### config.mk
export PLATFORM = sky130hd
export DESIGN_NAME = csync_dejitter_gen
export DESIGN_NICKNAME = d
export VERILOG_FILES = /design/src/rtl/csync_dejitter_gen.sv
export SDC_FILE = /design/constraint.sdc
export NUM_CORES = 1
export LEC_CHECK = 0
export ABC_CLOCK_PERIOD_IN_PS = 3800
export CAP_MARGIN = 25
export CORE_MARGIN = 3
export CORE_UTILIZATION = 35
export CTS_CLUSTER_DIAMETER = 50
export DETAILED_ROUTE_END_ITERATION = 10
export HOLD_SLACK_MARGIN = 0.06
export PLACE_DENSITY_LB_ADDON = 0.2
export SLEW_MARGIN = 20
export SYNTH_ARGS = -nofsm -noshare
export SYNTH_HDL_FRONTEND = slang
export SYNTH_SLANG_ARGS = --single-unit
### constraint.sdc
create_clock -name CLK_i -period 3.8 [get_ports CLK_i]
set_input_delay 0.76 -clock CLK_i [delete_from_list [all_inputs] [get_ports CLK_i]]
set_output_delay 0.76 -clock CLK_i [all_outputs]
set_load 0.02 [all_outputs]
### src/rtl/csync_dejitter_gen.sv
// Composite-sync dejitter: stretches short lines to nominal length by gating CLK_i; CSYNC_o lags CSYNC_i by 1 cycle (+gap on short lines).
// No backpressure: free-running, every CLK_i cycle is consumed.
module csync_dejitter_gen #(
  parameter int H_CNT_W    = 11,
  parameter int H_LONG     = 1364,
  parameter int H_SHORT    = 1360,
  parameter int H_MIN      = 1024,
  parameter int LOCK_LINES = 8
) (
  input  logic               CLK_i,
  input  logic               RST_i,
  input  logic               CSYNC_i,
  input  logic               BYPASS_i,
  output logic               GCLK_o,
  output logic               GCLK_EN_o,
  output logic               CSYNC_o,
  output logic               LOCKED_o,
  output logic               SHORT_LINE_o,
  output logic [H_CNT_W-1:0] H_CNT_o
);

  localparam logic [H_CNT_W-1:0] H_MIN_C    = H_CNT_W'(H_MIN);
  localparam logic [H_CNT_W-1:0] SHORT_LAST = H_CNT_W'(H_SHORT - 1);
  localparam logic [H_CNT_W-1:0] LONG_LAST  = H_CNT_W'(H_LONG - 1);
  localparam logic [3:0]         G_CYC      = 4'(H_LONG - H_SHORT);
  localparam logic [7:0]         LOCK_MAX   = 8'(LOCK_LINES);

  logic [H_CNT_W-1:0] h_cnt;
  logic               csync_prev;
  logic [3:0]         g_cyc;
  logic [7:0]         lock_cnt;
  logic               gclk_en;

  logic h_sat;
  logic qual_edge;
  logic line_short;
  logic line_valid;
  logic compensate;

  // h_cnt holds L-1 at the edge that ends a line of length L
  assign h_sat      = &h_cnt;
  assign qual_edge  = csync_prev & ~CSYNC_i & (h_cnt >= H_MIN_C);
  assign line_short = (h_cnt == SHORT_LAST);
  assign line_valid = line_short | (h_cnt == LONG_LAST);
  assign compensate = qual_edge & line_short & LOCKED_o & ~BYPASS_i;

  always_ff @(posedge CLK_i or posedge RST_i) begin
    if (RST_i) begin
      h_cnt        <= '0;
      csync_prev   <= 1'b1;
      g_cyc        <= '0;
      lock_cnt     <= '0;
      CSYNC_o      <= 1'b1;
      LOCKED_o     <= 1'b0;
      SHORT_LINE_o <= 1'b0;
    end else begin
      csync_prev   <= CSYNC_i;
      SHORT_LINE_o <= compensate;
      LOCKED_o     <= (lock_cnt == LOCK_MAX);

      if (qual_edge)
        h_cnt <= '0;
      else if (!h_sat)
        h_cnt <= h_cnt + 1'b1;

      if (BYPASS_i)
        g_cyc <= '0;
      else if (compensate)
        g_cyc <= G_CYC;
      else if (g_cyc != 4'd0)
        g_cyc <= g_cyc - 4'd1;

      // Sync output freezes across the gap so its fall lands G_CYC cycles late
      if (!compensate && (qual_edge || g_cyc <= 4'd1))
        CSYNC_o <= CSYNC_i;

      if (qual_edge) begin
        if (!line_valid)
          lock_cnt <= '0;
        else if (lock_cnt != LOCK_MAX)
          lock_cnt <= lock_cnt + 8'd1;
      end else if (h_sat) begin
        lock_cnt <= '0;
      end
    end
  end

  // Enable changes only while CLK_i is low, so GCLK_o never sees a runt pulse
  always_ff @(negedge CLK_i or posedge RST_i) begin
    if (RST_i)
      gclk_en <= 1'b1;
    else
      gclk_en <= (g_cyc == 4'd0) | BYPASS_i;
  end

  assign GCLK_EN_o = gclk_en;
  assign GCLK_o    = CLK_i & gclk_en;
  assign H_CNT_o   = h_cnt;

endmodule

# --- Yosys cells after proc, flatten, opt, wreduce, memory -nomap -nowiden ---
# Cells that the tools add are included.
totals:
  register_bits: 28
  latchBits: 0
  mem_bits_rw: 0
  rom_bits: 0
  input_bits: 4
  out_inout_bits: 16
  elab_cells: 47
  n_memories: 0
classes:
  addsub: 3
  n_mul: 0
  n_div: 0
  order_cmp: 2
  eq_ne: 6
  shifts: 0
  mux: 9
  bitwise_logic: 10
  n_reduce_logical: 9
ops:
  columns: ["op", "n"]
  rows:
  - ["$mux 8", 4]
  - ["$eq 11x11->1 const B", 2]
  - ["$mux 11", 2]
  - ["$mux 4", 3]
  - ["$add 11x1->11 const B", 1]
  - ["$ge 11x11->1 const B", 1]
  - ["$reduce_and 11->1", 1]
  - ["$add 8x1->8 const B", 1]
  - ["$eq 8x4->1 const B", 1]
  - ["$ne 8x4->1 const B", 1]
  - ["$and 1x1->1", 6]
  - ["$le 4x1->1 const B", 1]
  - ["$logic_not 4->1", 1]
  - ["$reduce_bool 4->1", 1]
  - ["$sub 4x1->4 const B", 1]
  - ["$ne 3x2->1 const B", 1]
  - ["$reduce_bool 3->1", 1]
  - ["$ne 2x1->1 const B", 1]
  - ["$not 1->1", 2]
  - ["$or 1x1->1", 2]
  - ["$reduce_and 2->1", 1]
  - ["$reduce_bool 2->1", 1]
  - ["$logic_and 1x1->1", 1]
  - ["$logic_not 1->1", 1]
  - ["$logic_or 1x1->1", 1]

# --- Logic depth before layout (Yosys ltp) ---
depth:
  ltp_word: 8
  depth_mapped: 7
  ltp_nobuf: 7

==> metrics.txt <==
outcome finished, violations left; failing checks negative setup slack; post-placement cell area 1810 sq um; worst slew pin tran 715 ps; Area growth syn-to-layout 20.4%; Mapped Cells 158; core area 4170 sq um; share of cells above drive strength 1 11.6%; final worst slack -53.2 ps; CP Launch Type flip-flop; Fin. Hold Viols 0; TritonCTS clock tree yes; Hold Buf Count CTS 0; Yosys cell types 47; Slew Viols, Final 0; syn_nets 168; I/O pins 20; die height 73.0 um; XOR/XNOR Fraction of Synth Area 3.90%; RR Endpoint GCLK_EN_o; Util after Layout 45.3%; mux share of post-synthesis cell area 1.27%; pre-CTS WS -54.2 ps; synthesized area 1570 sq um; Tot Pwr 1.22 mW; final setup vio count 2; Die Width 73.0 um; Synth Flop Type dfrtp_1; RSZ-0062 raised after global routing true; ant diodes 0; Post-synth ARST share 100%; Worst EP required 3040 ps; post-route ant nets 0; Layout Skew 75.3 ps; grt ovf 0; Worst EP arrival 3090 ps; Row Count 23; Clock Pin Slew Worst Setup and Hold Paths 90 ps; Crit. End Element output pin; largest net degree at the start of global routing 28; wire length per cell 13.8 um; DP Cell Count 224; final std cells w/o fill 231; Design Area, Final 1890 sq um; Synth Register Bits 28; Synth Area in Adders 4.78%; final setup TNS -53.2 ps; R2R setup slack 910 ps; Synth Area in Simple Gates 28.5%; normalized max-slew margin 52.2%; Worst Hold Depth 2; Port Buffers 19; Hold Crit Class flip-flop to flip-flop; vias in the first global route 1257; DR vias 1273; Starting DRT DRC Count 71; Post-synth EDFFs 0; first-pass GRT wire length 5360 um; Worst Hold Launch g_cyc[3]; largest family of logic cells by synthesized area simple AND/OR/NAND/NOR gates; PwrDens 644 nW/um^2; worst hold slack 562 ps; reg2reg start g_cyc[0]; Routability Congestion 0.836; Nets 192; Detail Placement HPWL 2300 um; end of the worst hold path g_cyc[3]; worst-path maximum fanout 2; VDD IR max 0.000318 V; Residual DRC 0; vias per inst 5.51; Worst Path Class, Setup flip-flop to output pin; initial core utilization 37.6%; compound-cell area share of the yosys netlist 12.7%; gr usage total 13.5%; yosys warns 0; final wirelength 3190 um; drt pass-1 iters 4; Seq/Total Area, Yosys 44.9%; clk_lat worst skew 450 ps; worst reg2reg path depth 4; Syn Area/Cell 9.94 sq um; initial antenna violation count 0; Die ar. 5330 sq um; static leakage 0.807 nW; max cap viols 0
-- final cells by class --
type	count	area (sq um)
clock buffer	8	97.6
clock inverter	1	3.75
fill	393	2280
inverter	9	33.8
multi-input combinational	116	806
sequential	28	704
tap	50	62.6
timing repair buffer	19	183
-- metal layers --
layer	vias to the layer above	track usage [%]	part of all wire [%]
met5	-	0	0
met1	620	15.0	44
met3	4	6.06	6.3
li1	617	-	-
met2	32	21.2	49
met4	0	7.79	1.2
-- flip-flops by register name, summed over array words and instances, names as in the netlist --
name	count
GCLK_EN_o	1
g_cyc	4
SHORT_LINE_o	1
H_CNT_o	11
LOCKED_o	1
CSYNC_o	1
lock_cnt	8
csync_prev	1
-- what timing repair did --
item,in CTS,in global routing
setup endpoints to repair,3,3
setup buffers,0,0
pin swaps,0,0
resized for setup,11,0
-- worst max-delay path by stage --
| stage | from | to | slack, ps | depth (start not counted) |
|---|---|---|---|---|
| 2_1_floorplan | GCLK_EN_o | GCLK_o | 330 | 1 |
| 3_3_place_gp | GCLK_EN_o | GCLK_o | -50 | 2 |
| 3_5_place_dp | GCLK_EN_o | GCLK_o | -50 | 2 |
| 4_1_cts | GCLK_EN_o | GCLK_o | -70 | 2 |
| 5_1_grt | GCLK_EN_o | GCLK_o | -120 | 2 |
| 6_report | GCLK_EN_o | GCLK_o | -50 | 2 |
-- worst max-delay path, stage by stage (launching register included) --
cell and delay, ps:
dfstp_2 510, and2_4 130, buf_6 110
-- report_power, final --
group	internal, mW	switching (mW)	leakage [nW]
clock	0.173	0.123	0.0603
sequential	0.378	0.109	0.363
combinational	0.216	0.218	0.384
-- cell families (layout without fill, tap and decap cells) --
family                   Yosys count  in the layout
AND/OR/NAND/NOR                   74             74
flip-flops                        28             28
AO/OA/AOI/OAI                     27             27
buffers and inverters             14             37
XOR/XNOR                           7              7
adder cells (fa/ha/maj)            6              6
multiplexers                       2              2
-- cell usage after synthesis (all sizes together) (4+ instances only) --
master  instances  area share [%]
a31oi           5             2.9
xnor2           4             2.2
nor3            7             2.2
nor2           10             2.4
inv            10             2.4
a21oi           4             1.3
nand3          16             5.4
ha              6             4.8
o21ai           5             1.6
nand2          16             3.8
dfrtp          25              40
o21a            4             1.9
-- layout by cell type (no fill, tap or decap), types with 4 or more instances in the layout --
master	n
nor2_1	10
nand3_1	15
nand2_1	16
ha_1	6
dfrtp_1	25
a21oi_1	4
nor3_1	7
o21ai_0	5
o21a_1	4
clkbuf_8	6
a31oi_1	4
clkdlybuf4s50_1	17
xnor2_1	4
inv_1	9
Power figures use the tool's default switching activity.
